==> src/rtl/morse_decoder.sv <==
// Morse receive stage: times mark/space runs of a strobed bit stream, builds the
// dot/dash pattern of one letter and looks it up in the A-H table (codes 0-7).
module morse_decoder #(
  parameter int DASH_UNITS  = 3,
  parameter int GAP_UNITS   = 3,
  parameter int MAX_SYMBOLS = 4
) (
  input  logic       Clock,
  input  logic       Reset_n,
  input  logic       BitValid,
  input  logic       BitIn,
  input  logic       Clear,
  output logic [2:0] Letter,
  output logic       LetterValid,
  output logic       Error,
  output logic       Busy
);

  localparam int PW = (MAX_SYMBOLS > 4) ? MAX_SYMBOLS : 4;
  localparam int CW = $clog2(MAX_SYMBOLS + 1);
  localparam int GW = $clog2(GAP_UNITS + 1);

  typedef enum logic [1:0] {IDLE, MARK, SPACE, RESYNC} state_t;

  typedef struct packed {
    logic       hit;
    logic [2:0] code;
  } match_t;

  state_t        state;
  logic [2:0]    run;
  logic [GW-1:0] gap;
  logic [PW-1:0] pattern;
  logic [CW-1:0] count;

  // Pattern is shifted in from the LSB, so the first symbol ends up in the
  // highest occupied bit; unused upper bits are always zero.
  function automatic match_t lookup(input logic [CW-1:0] cnt, input logic [PW-1:0] pat);
    match_t m;
    m.hit  = 1'b1;
    m.code = 3'd0;
    if      (cnt == CW'(2) && pat == PW'(4'b0001)) m.code = 3'd0;
    else if (cnt == CW'(4) && pat == PW'(4'b1000)) m.code = 3'd1;
    else if (cnt == CW'(4) && pat == PW'(4'b1010)) m.code = 3'd2;
    else if (cnt == CW'(3) && pat == PW'(4'b0100)) m.code = 3'd3;
    else if (cnt == CW'(1) && pat == PW'(4'b0000)) m.code = 3'd4;
    else if (cnt == CW'(4) && pat == PW'(4'b0010)) m.code = 3'd5;
    else if (cnt == CW'(3) && pat == PW'(4'b0110)) m.code = 3'd6;
    else if (cnt == CW'(4) && pat == PW'(4'b0000)) m.code = 3'd7;
    else m.hit = 1'b0;
    return m;
  endfunction

  logic   is_dot, is_dash, sym_full, gap_done;
  match_t match;

  assign is_dot   = (run == 3'd1);
  assign is_dash  = (run == 3'(DASH_UNITS));
  assign sym_full = (count == CW'(MAX_SYMBOLS));
  // the strobe currently being sampled is the GAP_UNITS-th zero
  assign gap_done = (gap >= GW'(GAP_UNITS - 1));
  assign match    = lookup(count, pattern);
  assign Busy     = (state != IDLE);

  always_ff @(posedge Clock or negedge Reset_n) begin
    if (!Reset_n) begin
      state       <= IDLE;
      run         <= '0;
      gap         <= '0;
      pattern     <= '0;
      count       <= '0;
      Letter      <= 3'd0;
      LetterValid <= 1'b0;
      Error       <= 1'b0;
    end else begin
      LetterValid <= 1'b0;
      Error       <= 1'b0;
      if (Clear) begin
        state   <= IDLE;
        run     <= '0;
        gap     <= '0;
        pattern <= '0;
        count   <= '0;
      end else if (BitValid) begin
        case (state)
          IDLE: begin
            if (BitIn) begin
              state <= MARK;
              run   <= 3'd1;
            end
          end

          MARK: begin
            if (BitIn) begin
              if (run != 3'd7) run <= run + 3'd1;
            end else if ((is_dot || is_dash) && !sym_full) begin
              pattern <= {pattern[PW-2:0], is_dash};
              count   <= count + CW'(1);
              run     <= '0;
              gap     <= GW'(1);
              state   <= SPACE;
            end else begin
              Error   <= 1'b1;
              run     <= '0;
              gap     <= '0;
              pattern <= '0;
              count   <= '0;
              state   <= RESYNC;
            end
          end

          SPACE: begin
            if (!BitIn) begin
              if (gap_done) begin
                // letter gap already seen: a miss goes straight to IDLE
                if (match.hit) begin
                  Letter      <= match.code;
                  LetterValid <= 1'b1;
                end else begin
                  Error <= 1'b1;
                end
                gap     <= '0;
                pattern <= '0;
                count   <= '0;
                state   <= IDLE;
              end else begin
                gap <= gap + GW'(1);
              end
            end else if (gap == GW'(1)) begin
              state <= MARK;
              run   <= 3'd1;
              gap   <= '0;
            end else begin
              Error   <= 1'b1;
              gap     <= '0;
              pattern <= '0;
              count   <= '0;
              state   <= RESYNC;
            end
          end

          RESYNC: begin
            if (BitIn) begin
              gap <= '0;
            end else if (gap_done) begin
              gap   <= '0;
              state <= IDLE;
            end else begin
              gap <= gap + GW'(1);
            end
          end
        endcase
      end
    end
  end

  a_pulse_excl: assert property (@(posedge Clock) disable iff (!Reset_n) !(LetterValid && Error));
  a_count_max:  assert property (@(posedge Clock) disable iff (!Reset_n) count <= CW'(MAX_SYMBOLS));

endmodule

==> config.mk <==
export PLATFORM = sky130hd
export DESIGN_NAME = morse_decoder
export DESIGN_NICKNAME = d
export VERILOG_FILES = /design/src/rtl/morse_decoder.sv
export SDC_FILE = /design/constraint.sdc
export NUM_CORES = 1
export LEC_CHECK = 0
export CAP_MARGIN = 20
export CORE_MARGIN = 3
export CORE_UTILIZATION = 60
export CTS_CLUSTER_SIZE = 30
export DETAILED_ROUTE_END_ITERATION = 8
export PLACE_DENSITY = 0.82
export SYNTH_ARGS = -nofsm -noshare
export SYNTH_HDL_FRONTEND = slang
export SYNTH_SLANG_ARGS = --single-unit
==> constraint.sdc <==
create_clock -name Clock -period 6.1 [get_ports Clock]
set_input_delay 0.915 -clock Clock [delete_from_list [all_inputs] [get_ports Clock]]
set_output_delay 0.915 -clock Clock [all_outputs]
set_load 0.02 [all_outputs]
== After elaboration in Yosys (flattened, before gate mapping) ==
Cells that the tools add are included.
Cells by class
  add/subtract/negate cells: 3
  multiply operators: 0
  div/mod/pow operators: 0
  order comparisons: 1
  equality and inequality tests: 25
  shifts and indexed selects: 0
  mux-type cells: 72
  bitwise operators: 2
  reduce and logical (&&, ||, !) cells: 24
Operators by type and width (count)
  $mux W3: 22
  $mux W4: 7
  $mux W2: 13
  $mux W1: 24
  $ne A3 B3 Y1 const B: 6
  $ne A4 B4 Y1 const B: 3
  $reduce_and A6 Y1: 2
  $eq A3 B2 Y1 const B: 3
  $logic_and A1 B1 Y1: 9
  $pmux W3 S3: 1
  $eq A4 B3 Y1 const B: 2
  $eq A4 B4 Y1 const B: 2
  $pmux W2 S4: 1
  $pmux W4 S2: 1
  $add A3 B1 Y3 const B: 2
  $eq A3 B1 Y1 const B: 2
  $pmux W3 S2: 1
  $reduce_bool A3 Y1: 2
  $reduce_and A5 Y1: 1
  $eq A2 B1 Y1 const B: 2
  $eq A2 B2 Y1 const B: 2
  $eq A4 B1 Y1 const B: 1
  $eq A4 B2 Y1 const B: 1
  $logic_not A4 Y1: 1
  other kinds (14): 16
Word-level totals
  bits in registers: 19
  bits in latches: 0
  bits in writable memories: 0
  ROM bits: 0
  output and inout port bits: 6
  logic and storage cells: 135
  memories: 0

== Depth between registers and ports, before layout ==
  depth in word-level cells: 16
  mapped depth: 8

== Worst setup path before layout ==
No wires, ideal clock.
  kind: input -> register
  start: in Clear
  end: reg Letter[0]
  arrival: 2051 ps
  setup slack: 3924 ps
  stages on the path: 4
  buffers on the path: 1
  cell sequence: clkbuf_1 > or4b_4 > o21bai_4 > mux2_4
Between the ends
  word-level cells in the longest chain between the ends: 2
Ends and longest elaborated chain
  from (decl): RTL line 12  | input logic Clear,
  $not A1 Y1 (no source line)
  $reduce_and A6 Y1 (no source line)
  to (signal assigned): RTL line 117  | Letter <= match.code;
  to (decl): RTL line 13  | output logic [2:0] Letter,
No other way between the ends.
A chain may end at the register's enable or synchronous reset.

== Worst setup path after layout ==
  start: in BitIn
  end: reg count[0]
Between the ends
  word-level cells in the longest chain between the ends: 4
  elaborated cells between the ends (all ways): 8
  those cells by class: eq/ne: 3; mux: 4; reduce/logical: 1
Ends and longest elaborated chain
  from (decl): RTL line 11  | input logic BitIn,
  $mux W3: RTL line 113  | if (!BitIn) begin
  $pmux W3 S2: RTL line 85  | case (state)
  $mux W3: RTL line 84  | end else if (BitValid) begin
  $mux W3: RTL line 78  | if (Clear) begin
  to (signal assigned): RTL line 98  | count <= count + CW'(1);
  to (decl): RTL line 34  | logic [CW-1:0] count;
Several ways; a longest one is shown, not always the timed one. The select of a mux whose other input is x is not followed.

==> summary.md <==
| Metric | Value |
|---|---|
| Netlist cell types | 46 |
| CP Max Fanout | 14 |
| Crit path launch type | input pin |
| Synthesized area per cell | 9.18 sq um |
| Clock sink count | 19 |
| Pre-antenna DRT Iters | 4 |
| CTS Root Cell | clkbuf_4 |
| Flops & latches, synth | 19 |
| Crit Path Category | in -> reg |
| Aggregate routed wire length | ~2.9 mm |
| Hold_buf cts | 0 |
| FF-to-FF setup slack | around 3.5 ns |
| Input/output buffers | 10 |
| Synth area leaders | dfrtp_1, ha_1, nand3b_1 |
| Clock Latency Late Sink | 0.29 ns |
| Cells after Synth | 153 |
| Final WS setup | 3.22 ns |
| Critical path capture point type | flip-flop |
| Chip Width | between 50 and 60 um |
| Data required time at the worst endpoint | 6.27 ns |
| First DRT Iteration DRCs | 42 |
| Crit share post-route | roughly 47% |
| Die Ht | 54.4 um |
| Placer's final routability congestion estimate | roughly 0.87 |
| Nets | 180 |
| Hold Crit Class | reg -> reg |
| Fin Setup TNS | 0 ns |
| Fill count | about 150 |
| Register area share after synthesis | ~34% |
| Initial antenna violation count | 0 |
| DR WL/cell | between 15 and 20 um |
| Inserted Diodes | 0 |
| Yosys top cell by area | dfrtp_1 |
| Post-DRT Antenna Nets | 0 |
| H-tree depth | 1 |
| VDD IR-drop max | approximately 0.17 mV |
| Post-Syn Area | 1400 sq um |
| Post-cts repair resize count | 0 |
| EDFF count, synth | 0 |
| Fin crit period | 2.88 ns |
| Total power | between 0.2 and 0.25 mW |
| Rel. slew slack | between 40% and 50% |
| Leakage power | ~0.65 nW |
| Crit path arrival time | just over 3 ns |
| Clock edge transition at the registers on the reported setup and hold paths | 0.10 ns |
| First-pass GRT wire length | roughly 5 mm |
| Slew Viols, Final | 0 |
| Reg area | 475 sq um |
| Vias in the first global route | roughly 1100 |
| Starting density of the core | about two thirds |
| Max cap viols | 0 |
| Post-CTS Setup Bufs | 0 |
| Pwr/cell area | 161 nW/um^2 |
| Global router's overall resource usage | a little under a quarter |
| Yosys warns | 0 |
| I/O pin count | 11 |
| FP Rows | 16 |
| Top FF cell, synth | dfrtp_1 |
| Vias | between 1000 and 1500 |
| Clock buffer depth | 2 |
| Multi-input gate area | roughly 850 sq um |
| Syn nets | approximately 170 |
| RSZ-0062 raised after global routing | false |
| Die Area | slightly below 3000 sq um |
| GRT overflow | 0 |
| Pre-CTS worst setup slack | around 2.9 ns |
| DRC Markers | 0 |
| TritonCTS clock tree | yes |
| Clock Skew | 0.00346 ns |
| Placeable Area | between 2000 and 2500 sq um |
| TritonCTS buffer count | 3 |
| Post-synth ARST share | 100% |
| Synth-to-layout area growth | 9.27% |
| Max Freq | 348 MHz |
| Vias per Instance | 6.09 |
| Status | finished clean |
| Share of cells above drive strength 1 | ~6.9% |
| Final setup violation count | 0 |
| Final design utilization | 73.7% |
| Hold Violations, Final | 0 |
| Post-DP HPWL | roughly 2.2 mm |
| Measured slew at the worst slew-check pin | ~0.85 ns |
| Largest net degree at the start of global routing | 20 |
| Synth top area share | 33.9% |
==> cell usage in the layout (no fill, tap or decap), types with 2 or more instances in the layout <==
master,synthesis,final
a21oi_1,4,4
a31oi_1,2,2
clkbuf_4,0,3
clkdlybuf4s50_1,0,10
dfrtp_1,19,19
ha_1,14,14
inv_1,11,11
mux2_1,2,2
mux2_4,2,2
mux2i_1,4,4
nand2_1,13,13
nand2b_1,3,3
nand3_1,5,5
nand3b_1,8,8
nor2_1,7,7
nor2b_1,4,4
nor3_1,3,3
o2111ai_1,2,2
o21ai_0,3,3
o21ai_1,7,7
o31ai_1,2,2
or2_2,2,2
or3_1,3,3
or4_1,4,4
==> area by class of cell <==
| type | instances | area share (%) |
|---|---|---|
| flip-flops and latches | 19 | 31.0 |
| multi-input cells | 115 | 55.6 |
| well taps | 27 | 2.20 |
| repair buffers | 10 | 6.53 |
| clock buffers | 4 | 1.71 |
| inverters | 12 | 2.94 |
==> path summary, 6_finish.rpt <==
kind / start / to / cells past startpoint
worst max-delay path: BitIn / count[0] / 5
worst min-delay path: Letter[2] / Letter[2] / 2
worst max register to register: state[0] / count[0] / 6
worst min register to register: Letter[2] / Letter[2] / 2
max in group asynchronous: Reset_n / pattern[0] / 1
min in group asynchronous: Reset_n / state[1] / 1
==> synthesized netlist by cell type, drive strengths merged, types with 2 or more instances <==
master and count:
clkbuf 4, a31oi 2, ha 14, or4 4, mux2 4, nand3b 8
o21ai 10, or3 3, inv 12, or2 3, nand2b 3, buf 3
nand2 13, o2111ai 2, mux2i 4, nor3 3, o31ai 2, dfrtp 19
nor2b 4, nor2 7, nand3 5, a21oi 5
==> per-stage QoR <==
stage / hold WS [ns] / cells / area, sq um
3_3_place_gp: 0.499 / 183 / 1510
2_1_floorplan: 0.508 / 153 / 1400
3_5_place_dp: 0.510 / 183 / 1510
6_report: 0.537 / 187 / 1530
4_1_cts: 0.534 / 187 / 1530
5_1_grt: 0.564 / 187 / 1530
==> where the power goes <==
part | switching [mW] | internal [mW]
clock | 0.0346 | 0.0254
sequential | 0.00417 | 0.129
combinational | 0.0326 | 0.0205
==> registers in the layout, summed over array words and instances (netlist names) <==
name / cells
Error: 1
Letter: 3
LetterValid: 1
count: 3
gap: 2
pattern: 4
run: 3
state: 2
==> layer usage <==
| layer | global-route usage (%) | up-vias | wire [um] | share of wire [%] |
|---|---|---|---|---|
| met1 | 30.6 | 544 | 1360 | 46 |
| met4 | 4.98 | 0 | 18 | 0.61 |
| met3 | 5.72 | 2 | 122 | 4.2 |
| met2 | 39.6 | 33 | 1430 | 49 |
| met5 | 0 | - | 0 | 0 |
| li1 | - | 560 | - | - |
==> kinds of logic (layout without fill, tap and decap cells) <==
family | count (synthesis) | after routing | share of synthesized area, %
xor gates and xnor gates | 1 | 1 | 0.624
muxes | 8 | 8 | 6.60
and+or+nand+nor | 59 | 59 | 24.0
buffers and inverters | 19 | 26 | 5.35
AOI/OAI and AO/OA | 33 | 33 | 17.1
adders and majority gates | 14 | 14 | 12.5
DFF | 19 | 19 | 33.9
==> critical path, cell delays in order <==
cell             delay, ns
clkdlybuf4s50_1       0.63
nor2b_1               0.24
o2111ai_1             0.37
nor2b_1               0.50
mux2_1                0.38
Power figures use the tool's default switching activity.
